<file path="src/rtl/pipe_stage_reg.sv">
// Pipeline stage register with valid/ready handshake, bubble-zeroed outputs and a saturating stall counter.
// Define PIPE_STAGE_SKID_EN to add a one-entry skid buffer (capacity two, in_ready depends only on held state).
module pipe_stage_reg #(
  parameter int DATA_W = 32,
  parameter int ADDR_W = 5,
  parameter int CNT_W  = 16
) (
  input  logic              clk,
  input  logic              rst,
  input  logic              flush,
  input  logic              in_valid,
  output logic              in_ready,
  input  logic [ADDR_W-1:0] in_wd,
  input  logic              in_wreg,
  input  logic [DATA_W-1:0] in_wdata,
  output logic              out_valid,
  input  logic              out_ready,
  output logic [ADDR_W-1:0] out_wd,
  output logic              out_wreg,
  output logic [DATA_W-1:0] out_wdata,
  output logic [CNT_W-1:0]  stall_cnt
);

  logic              out_valid_q, out_valid_d;
  logic [ADDR_W-1:0] out_wd_q, out_wd_d;
  logic              out_wreg_q, out_wreg_d;
  logic [DATA_W-1:0] out_wdata_q, out_wdata_d;
  logic [CNT_W-1:0]  stall_cnt_q, stall_cnt_d;
  logic              accept_s, drain_s;

`ifdef PIPE_STAGE_SKID_EN
  logic              skid_valid_q, skid_valid_d;
  logic [ADDR_W-1:0] skid_wd_q, skid_wd_d;
  logic              skid_wreg_q, skid_wreg_d;
  logic [DATA_W-1:0] skid_wdata_q, skid_wdata_d;
`endif

  // Ready is withheld during reset and flush so nothing is accepted in those cycles.
  always_comb begin
`ifdef PIPE_STAGE_SKID_EN
    in_ready = !skid_valid_q && !flush && !rst;
`else
    in_ready = (!out_valid_q || out_ready) && !flush && !rst;
`endif
  end

  assign accept_s = in_valid && in_ready;
  assign drain_s  = out_valid_q && out_ready;

  always_comb begin
    out_valid_d = out_valid_q;
    out_wd_d    = out_wd_q;
    out_wreg_d  = out_wreg_q;
    out_wdata_d = out_wdata_q;
`ifdef PIPE_STAGE_SKID_EN
    skid_valid_d = skid_valid_q;
    skid_wd_d    = skid_wd_q;
    skid_wreg_d  = skid_wreg_q;
    skid_wdata_d = skid_wdata_q;
`endif
    if (flush) begin
      out_valid_d = 1'b0;
      out_wd_d    = '0;
      out_wreg_d  = 1'b0;
      out_wdata_d = '0;
`ifdef PIPE_STAGE_SKID_EN
      skid_valid_d = 1'b0;
      skid_wd_d    = '0;
      skid_wreg_d  = 1'b0;
      skid_wdata_d = '0;
`endif
    end else if (!out_valid_q || drain_s) begin
`ifdef PIPE_STAGE_SKID_EN
      if (skid_valid_q) begin
        // Skid holds the older entry, so it moves out first.
        out_valid_d  = 1'b1;
        out_wd_d     = skid_wd_q;
        out_wreg_d   = skid_wreg_q;
        out_wdata_d  = skid_wdata_q;
        skid_valid_d = 1'b0;
        skid_wd_d    = '0;
        skid_wreg_d  = 1'b0;
        skid_wdata_d = '0;
      end else
`endif
      if (accept_s) begin
        out_valid_d = 1'b1;
        out_wd_d    = in_wd;
        out_wreg_d  = in_wreg;
        out_wdata_d = in_wdata;
      end else begin
        out_valid_d = 1'b0;
        out_wd_d    = '0;
        out_wreg_d  = 1'b0;
        out_wdata_d = '0;
      end
    end else begin
`ifdef PIPE_STAGE_SKID_EN
      if (accept_s) begin
        skid_valid_d = 1'b1;
        skid_wd_d    = in_wd;
        skid_wreg_d  = in_wreg;
        skid_wdata_d = in_wdata;
      end else begin
        skid_valid_d = skid_valid_q;
      end
`else
      out_valid_d = out_valid_q;
`endif
    end
  end

  // Saturating stall counter; flush deliberately leaves it alone.
  always_comb begin
    if (out_valid_q && !out_ready && (stall_cnt_q != {CNT_W{1'b1}})) begin
      stall_cnt_d = stall_cnt_q + {{(CNT_W-1){1'b0}}, 1'b1};
    end else begin
      stall_cnt_d = stall_cnt_q;
    end
  end

  always_ff @(posedge clk) begin
    if (rst) begin
      out_valid_q <= 1'b0;
      out_wd_q    <= '0;
      out_wreg_q  <= 1'b0;
      out_wdata_q <= '0;
      stall_cnt_q <= '0;
`ifdef PIPE_STAGE_SKID_EN
      skid_valid_q <= 1'b0;
      skid_wd_q    <= '0;
      skid_wreg_q  <= 1'b0;
      skid_wdata_q <= '0;
`endif
    end else begin
      out_valid_q <= out_valid_d;
      out_wd_q    <= out_wd_d;
      out_wreg_q  <= out_wreg_d;
      out_wdata_q <= out_wdata_d;
      stall_cnt_q <= stall_cnt_d;
`ifdef PIPE_STAGE_SKID_EN
      skid_valid_q <= skid_valid_d;
      skid_wd_q    <= skid_wd_d;
      skid_wreg_q  <= skid_wreg_d;
      skid_wdata_q <= skid_wdata_d;
`endif
    end
  end

  assign out_valid = out_valid_q;
  assign out_wd    = out_wd_q;
  assign out_wreg  = out_wreg_q;
  assign out_wdata = out_wdata_q;
  assign stall_cnt = stall_cnt_q;

endmodule

</file>
<file path="config.mk">
export PLATFORM = sky130hd
export DESIGN_NAME = pipe_stage_reg
export DESIGN_NICKNAME = d
export VERILOG_FILES = /design/src/rtl/pipe_stage_reg.sv
export SDC_FILE = /design/constraint.sdc
export NUM_CORES = 1
export LEC_CHECK = 0
export CORE_UTILIZATION = 43
export DETAILED_ROUTE_END_ITERATION = 7
export DONT_BUFFER_PORTS = 1
export MAX_ROUTING_LAYER = met4
export PLACE_DENSITY = 0.67
export SLEW_MARGIN = 20
export SYNTH_ARGS = -nofsm -noshare
export SYNTH_HDL_FRONTEND = slang
export SYNTH_SLANG_ARGS = --single-unit
export TNS_END_PERCENT = 5
</file>
<file path="constraint.sdc">
create_clock -name clk -period 2.45 [get_ports clk]
set_input_delay 0.3675 -clock clk [delete_from_list [all_inputs] [get_ports clk]]
set_output_delay 0.3675 -clock clk [all_outputs]
set_load 0.005 [all_outputs]
</file>
Yosys cells after proc, flatten, opt, wreduce, memory -nomap -nowiden:

Index checks and enable logic that the tools add are counted.

* register bits: 55
* bits in latches: 0
* RAM bits: 0
* memory bits (read-only): 0
* input port bits: 43
* output and inout port bits: 56
* logic and storage cells: 24
* memories: 0

* add/sub/neg operators: 1
* multiply operators: 0
* div/mod/pow operators: 0
* magnitude comparators: 0
* equal/unequal tests: 1
* shift-type cells: 0
* muxes and demuxes: 4
* bitwise gates (word level): 0
* reduce and logical (&&, ||, !) cells: 13

Operator list (count)
* two-way mux 32 bit: 1
* adder 16 x 1 -> 16 bit, second input constant: 1
* inequality test 16 bit, second input constant: 1
* logical AND 1 bit: 6
* two-way mux 5 bit: 1
* zero test 1 bit: 4
* logical OR 1 bit: 2
* two-way mux 1 bit: 2
* OR reduction 2 bit: 1

Depth between registers and ports, before layout:

* word-level depth: 6
* mapped depth: 6
* mapped depth without buffers: 5

Least setup slack after synthesis:

Ideal clock, no wire load.

* path kind: reg2reg
* from: reg stall_cnt_q[0], in the netlist stall_cnt[0]
* to: reg stall_cnt_q[5], in the netlist stall_cnt[5]
* setup time: 121 ps
* arrival time: 1624 ps
* required time: 2329 ps
* setup slack: 706 ps
* cell stages (with the launch flop): 7
* path buffers: 1
* clock period less this slack: 1744 ps
* cells stage by stage: dfxtp_1 > ha_1 > and2_4 > and3_4 > buf_6 > a311oi_1 > mux2_2

* word-level cells in the longest chain between the ends: 2
* elaborated cells between the ends (all ways): 3
* those cells by class: add/sub: 1; eq/ne: 1; reduce/logical: 1

Ends and longest elaborated chain
* start, declared: line 28 `logic [CNT_W-1:0] stall_cnt_q, stall_cnt_d;`
* start signal, assigned: line 140 `stall_cnt_q <= stall_cnt_d;`
* branches (longest 2 deep; another with adder 16 x 1 -> 16 bit)

Several ways; the timed one is not identified.
A chain may end at the register's enable or synchronous reset.

Worst setup path in the final report:

* from: reg out_valid_q, in the netlist out_valid
* to: out in_ready

* word-level cells in the longest chain between the ends: 4

Ends and longest elaborated chain
* start, declared: line 24 `logic out_valid_q, out_valid_d;`
* start signal, assigned: line 136 `out_valid_q <= out_valid_d;`
* zero test 1 bit: line 43 `in_ready = (!out_valid_q || out_ready) && !flush && !rst;`
* logical OR 1 bit: line 43
* logical AND 1 bit (2 in a row): line 43
* end, declared: line 12 `output logic in_ready,`

Every way passes these cells.

==> impl_metrics.py <==
metrics = {
    "sta": {
        "finalCritPeriodShare_pct": 74.4,
        "period_minus_slack_ps": 1820,
        "rsz0062_at_grt": "false",
        "finalHoldViolCount": 0,
        "relSlewSlack_pct": 49.5,
        "tns_ps": 0,
        "setup_viol": 0,
        "drv_slew": 0,
        "hold_slack_ps": 128,
        "worstMarginPinSlew_ps": 757,
        "finalClockSkew_ps": 11.0,
        "fmax_ghz": 0.549,
    },
    "cells_and_area": {
        "fin_nets": 303,
        "final_cell_mix": "dfxtp_1, a21oi_1, nand2_1, nand3_1, nor2_1",
        "final_common_cell": "dfxtp_1",
        "final_area_um2": 2390,
        "layout-drive-gt1-share_pct": 7.34,
        "fill_cells": 512,
        "area_growth_pct": 4.99,
        "fin_util_pct": 46.9,
        "antenna_cells": 0,
    },
    "cts": {
        "clk_pin_slew_ps": 90,
        "post-cts-setup-buffer-count": 0,
        "cts.sinks": 55,
        "clkLatencyLatePin_ps": 300,
        "cts-resized-gates": 0,
        "cts_made_buffers": 5,
        "clk_path_buf_depth": 2,
        "clock-root-buffer": "clkbuf_8",
        "cts_tree": "done",
        "cts_hold_buf": 0,
        "htreeDepth": 2,
    },
    "power_and_ir_drop": {
        "leakage_nw": 0.795,
        "ir_drop_uv": 293,
        "finalPower_mw": 1.57,
        "p_per_area_nw_per_um2": 654,
    },
    "critical_path": {
        "cp-end-kind": "output port",
        "cp.required_ps": 2080,
        "crit_path_cell_trace": "nor2b_4, buf_4, nor2_1",
        "crit_start": "out_valid$_SDFFE_PP0P_",
        "critPathKind": "reg -> out",
        "cp_num_buf_inv": 1,
        "cp_max_fo": 41,
        "critPathTopFamily": "flip-flops",
        "cp-start-kind": "flip-flop",
        "max_stage_delay_ps": 430,
        "rr_startpoint": "stall_cnt[3]$_SDFFE_PP0P_",
        "arrival_ps": 1450,
        "cpMaxStageDelayCell": "dfxtp_1",
    },
    "global_route": {
        "grt_usage_pct": 17.4,
        "grt_antenna_before_repair": 0,
        "grt_pass1_wl_mm": 7.27,
        "overflow": 0,
        "grt_pass1_vias": 1547,
        "grt_max_degree": 42,
    },
    "floorplan": {
        "dieWidth_um": 74.8,
        "rows": 26,
        "dieArea_um2": 5600,
        "io_pins": 99,
        "coreArea_um2": 5110,
        "start_util_pct": 44.6,
        "die_h_um": 74.8,
    },
    "job": {
        "cap_violations": 0,
    },
    "synth": {
        "netlist_top_cells_area": "dfxtp_1, a21oi_1, nand3_1, nand2_1, clkbuf_1",
        "yosysTopAreaCell": "dfxtp_1",
        "netlist_area_um2": 2280,
        "synth.yosys.seq_area_share_pct": 48.3,
        "syn_inst": 273,
        "ys_seq_elements": 55,
        "synth_top_area_share_pct": 48.3,
        "synth.net_count": 317,
        "synth_cell_types": 35,
        "syn_avg_cell_area_um2": 8.35,
        "synth_warnings": 0,
    },
    "routing": {
        "drc": 0,
        "dr.pass1.iters": 4,
        "vias": 1894,
        "post_drt_wl_per_cell_um": 15.4,
        "antenna_left": 0,
        "wirelength_mm": 5.07,
        "dr.first_iter.drc_count": 118,
        "via_per_inst": 5.76,
    },
    "placement": {
        "port_buffers": 0,
        "place.detailed.hpwl_mm": 3.32,
        "gp_congestion": 0.778,
        "placedInstanceArea_um2": 2290,
    },
    "worst_hold_path": {
        "hold_class": "in -> reg",
        "worstHoldStart": "rst",
    },
    "run_status": {
        "status": "finished, final reports clean",
    },
}
## routing by layer
layer	global-route usage, %	routed length [um]	up-vias
met5	-	0	-
met4	5.66	56	0
met3	5.49	429	6
met2	27.2	2330	79
met1	21.4	2250	875
li1	-	-	934
## synth_stat cells
library cell and count:
o31ai_1 5, buf_1 2, mux2_2 4, dfxtp_1 55, inv_1 2, a21oi_1 48, ha_1 1, nor2_1 7
a21o_1 1, o21ai_0 2, nand2_1 44, nand2b_1 3, and4_1 4, clkbuf_2 1, buf_6 2, and2_1 1
o41ai_1 1, nor2b_1 5, and2_4 1, a31oi_1 2, or3_1 4, mux2i_1 1, nand4_1 3, a311oi_1 1
a41oi_1 1, and4b_1 1, nand3_1 41, or4_1 4, nand4b_1 1, or2_2 1, clkbuf_1 18, nor3_1 2
a211oi_1 1, and3_4 1, nand4_4 2
## layout make-up
| class | instances | area, um^2 | area share [%] |
|---|---|---|---|
| timing repair buffer | 2 | 15.0 | 0.627 |
| clock buffer | 5 | 68.8 | 2.88 |
| multi-input combinational | 193 | 1080 | 45.0 |
| sequential | 55 | 1100 | 46.0 |
| clock inverter | 2 | 37.5 | 1.57 |
| inverter | 2 | 7.51 | 0.314 |
| tap | 70 | 87.6 | 3.66 |
## cell families (layout without fill, tap and decap cells)
kind of cell,after synthesis,after routing,synth area share (%)
mux,5,5,2.41
flops,55,55,48.3
simple gates,125,125,28.9
compound gates,62,62,15.0
buf+inv,25,11,4.83
fa+ha+maj,1,1,0.549
## path summary, 6_finish.rpt
check                          endpoint  slack, ps  depth (start not counted)
max                            in_ready        630                          3
min           stall_cnt[4]$_SDFFE_PP0P_        130                          1
min reg2reg  out_wdata[25]$_SDFFE_PP0P_        470                          2
max reg2reg  stall_cnt[15]$_SDFFE_PP0P_        640                          4
## sequential cells by signal, indices dropped and copies added, names as in the netlist
name,cells
out_wd,5
out_wdata,32
stall_cnt,16
out_wreg,1
out_valid,1
## stage by stage
step	std cells	setup slack [ps]
floorplan	273	706
global placement	322	705
detailed placement	322	668
CTS	329	578
global route	329	488
finish	329	628
## report_power, final
part           internal, mW  switching [mW]
clock network         0.299           0.280
registers             0.912          0.0153
logic                0.0233          0.0355
No activity file was read; power rests on OpenSTA's default activity.
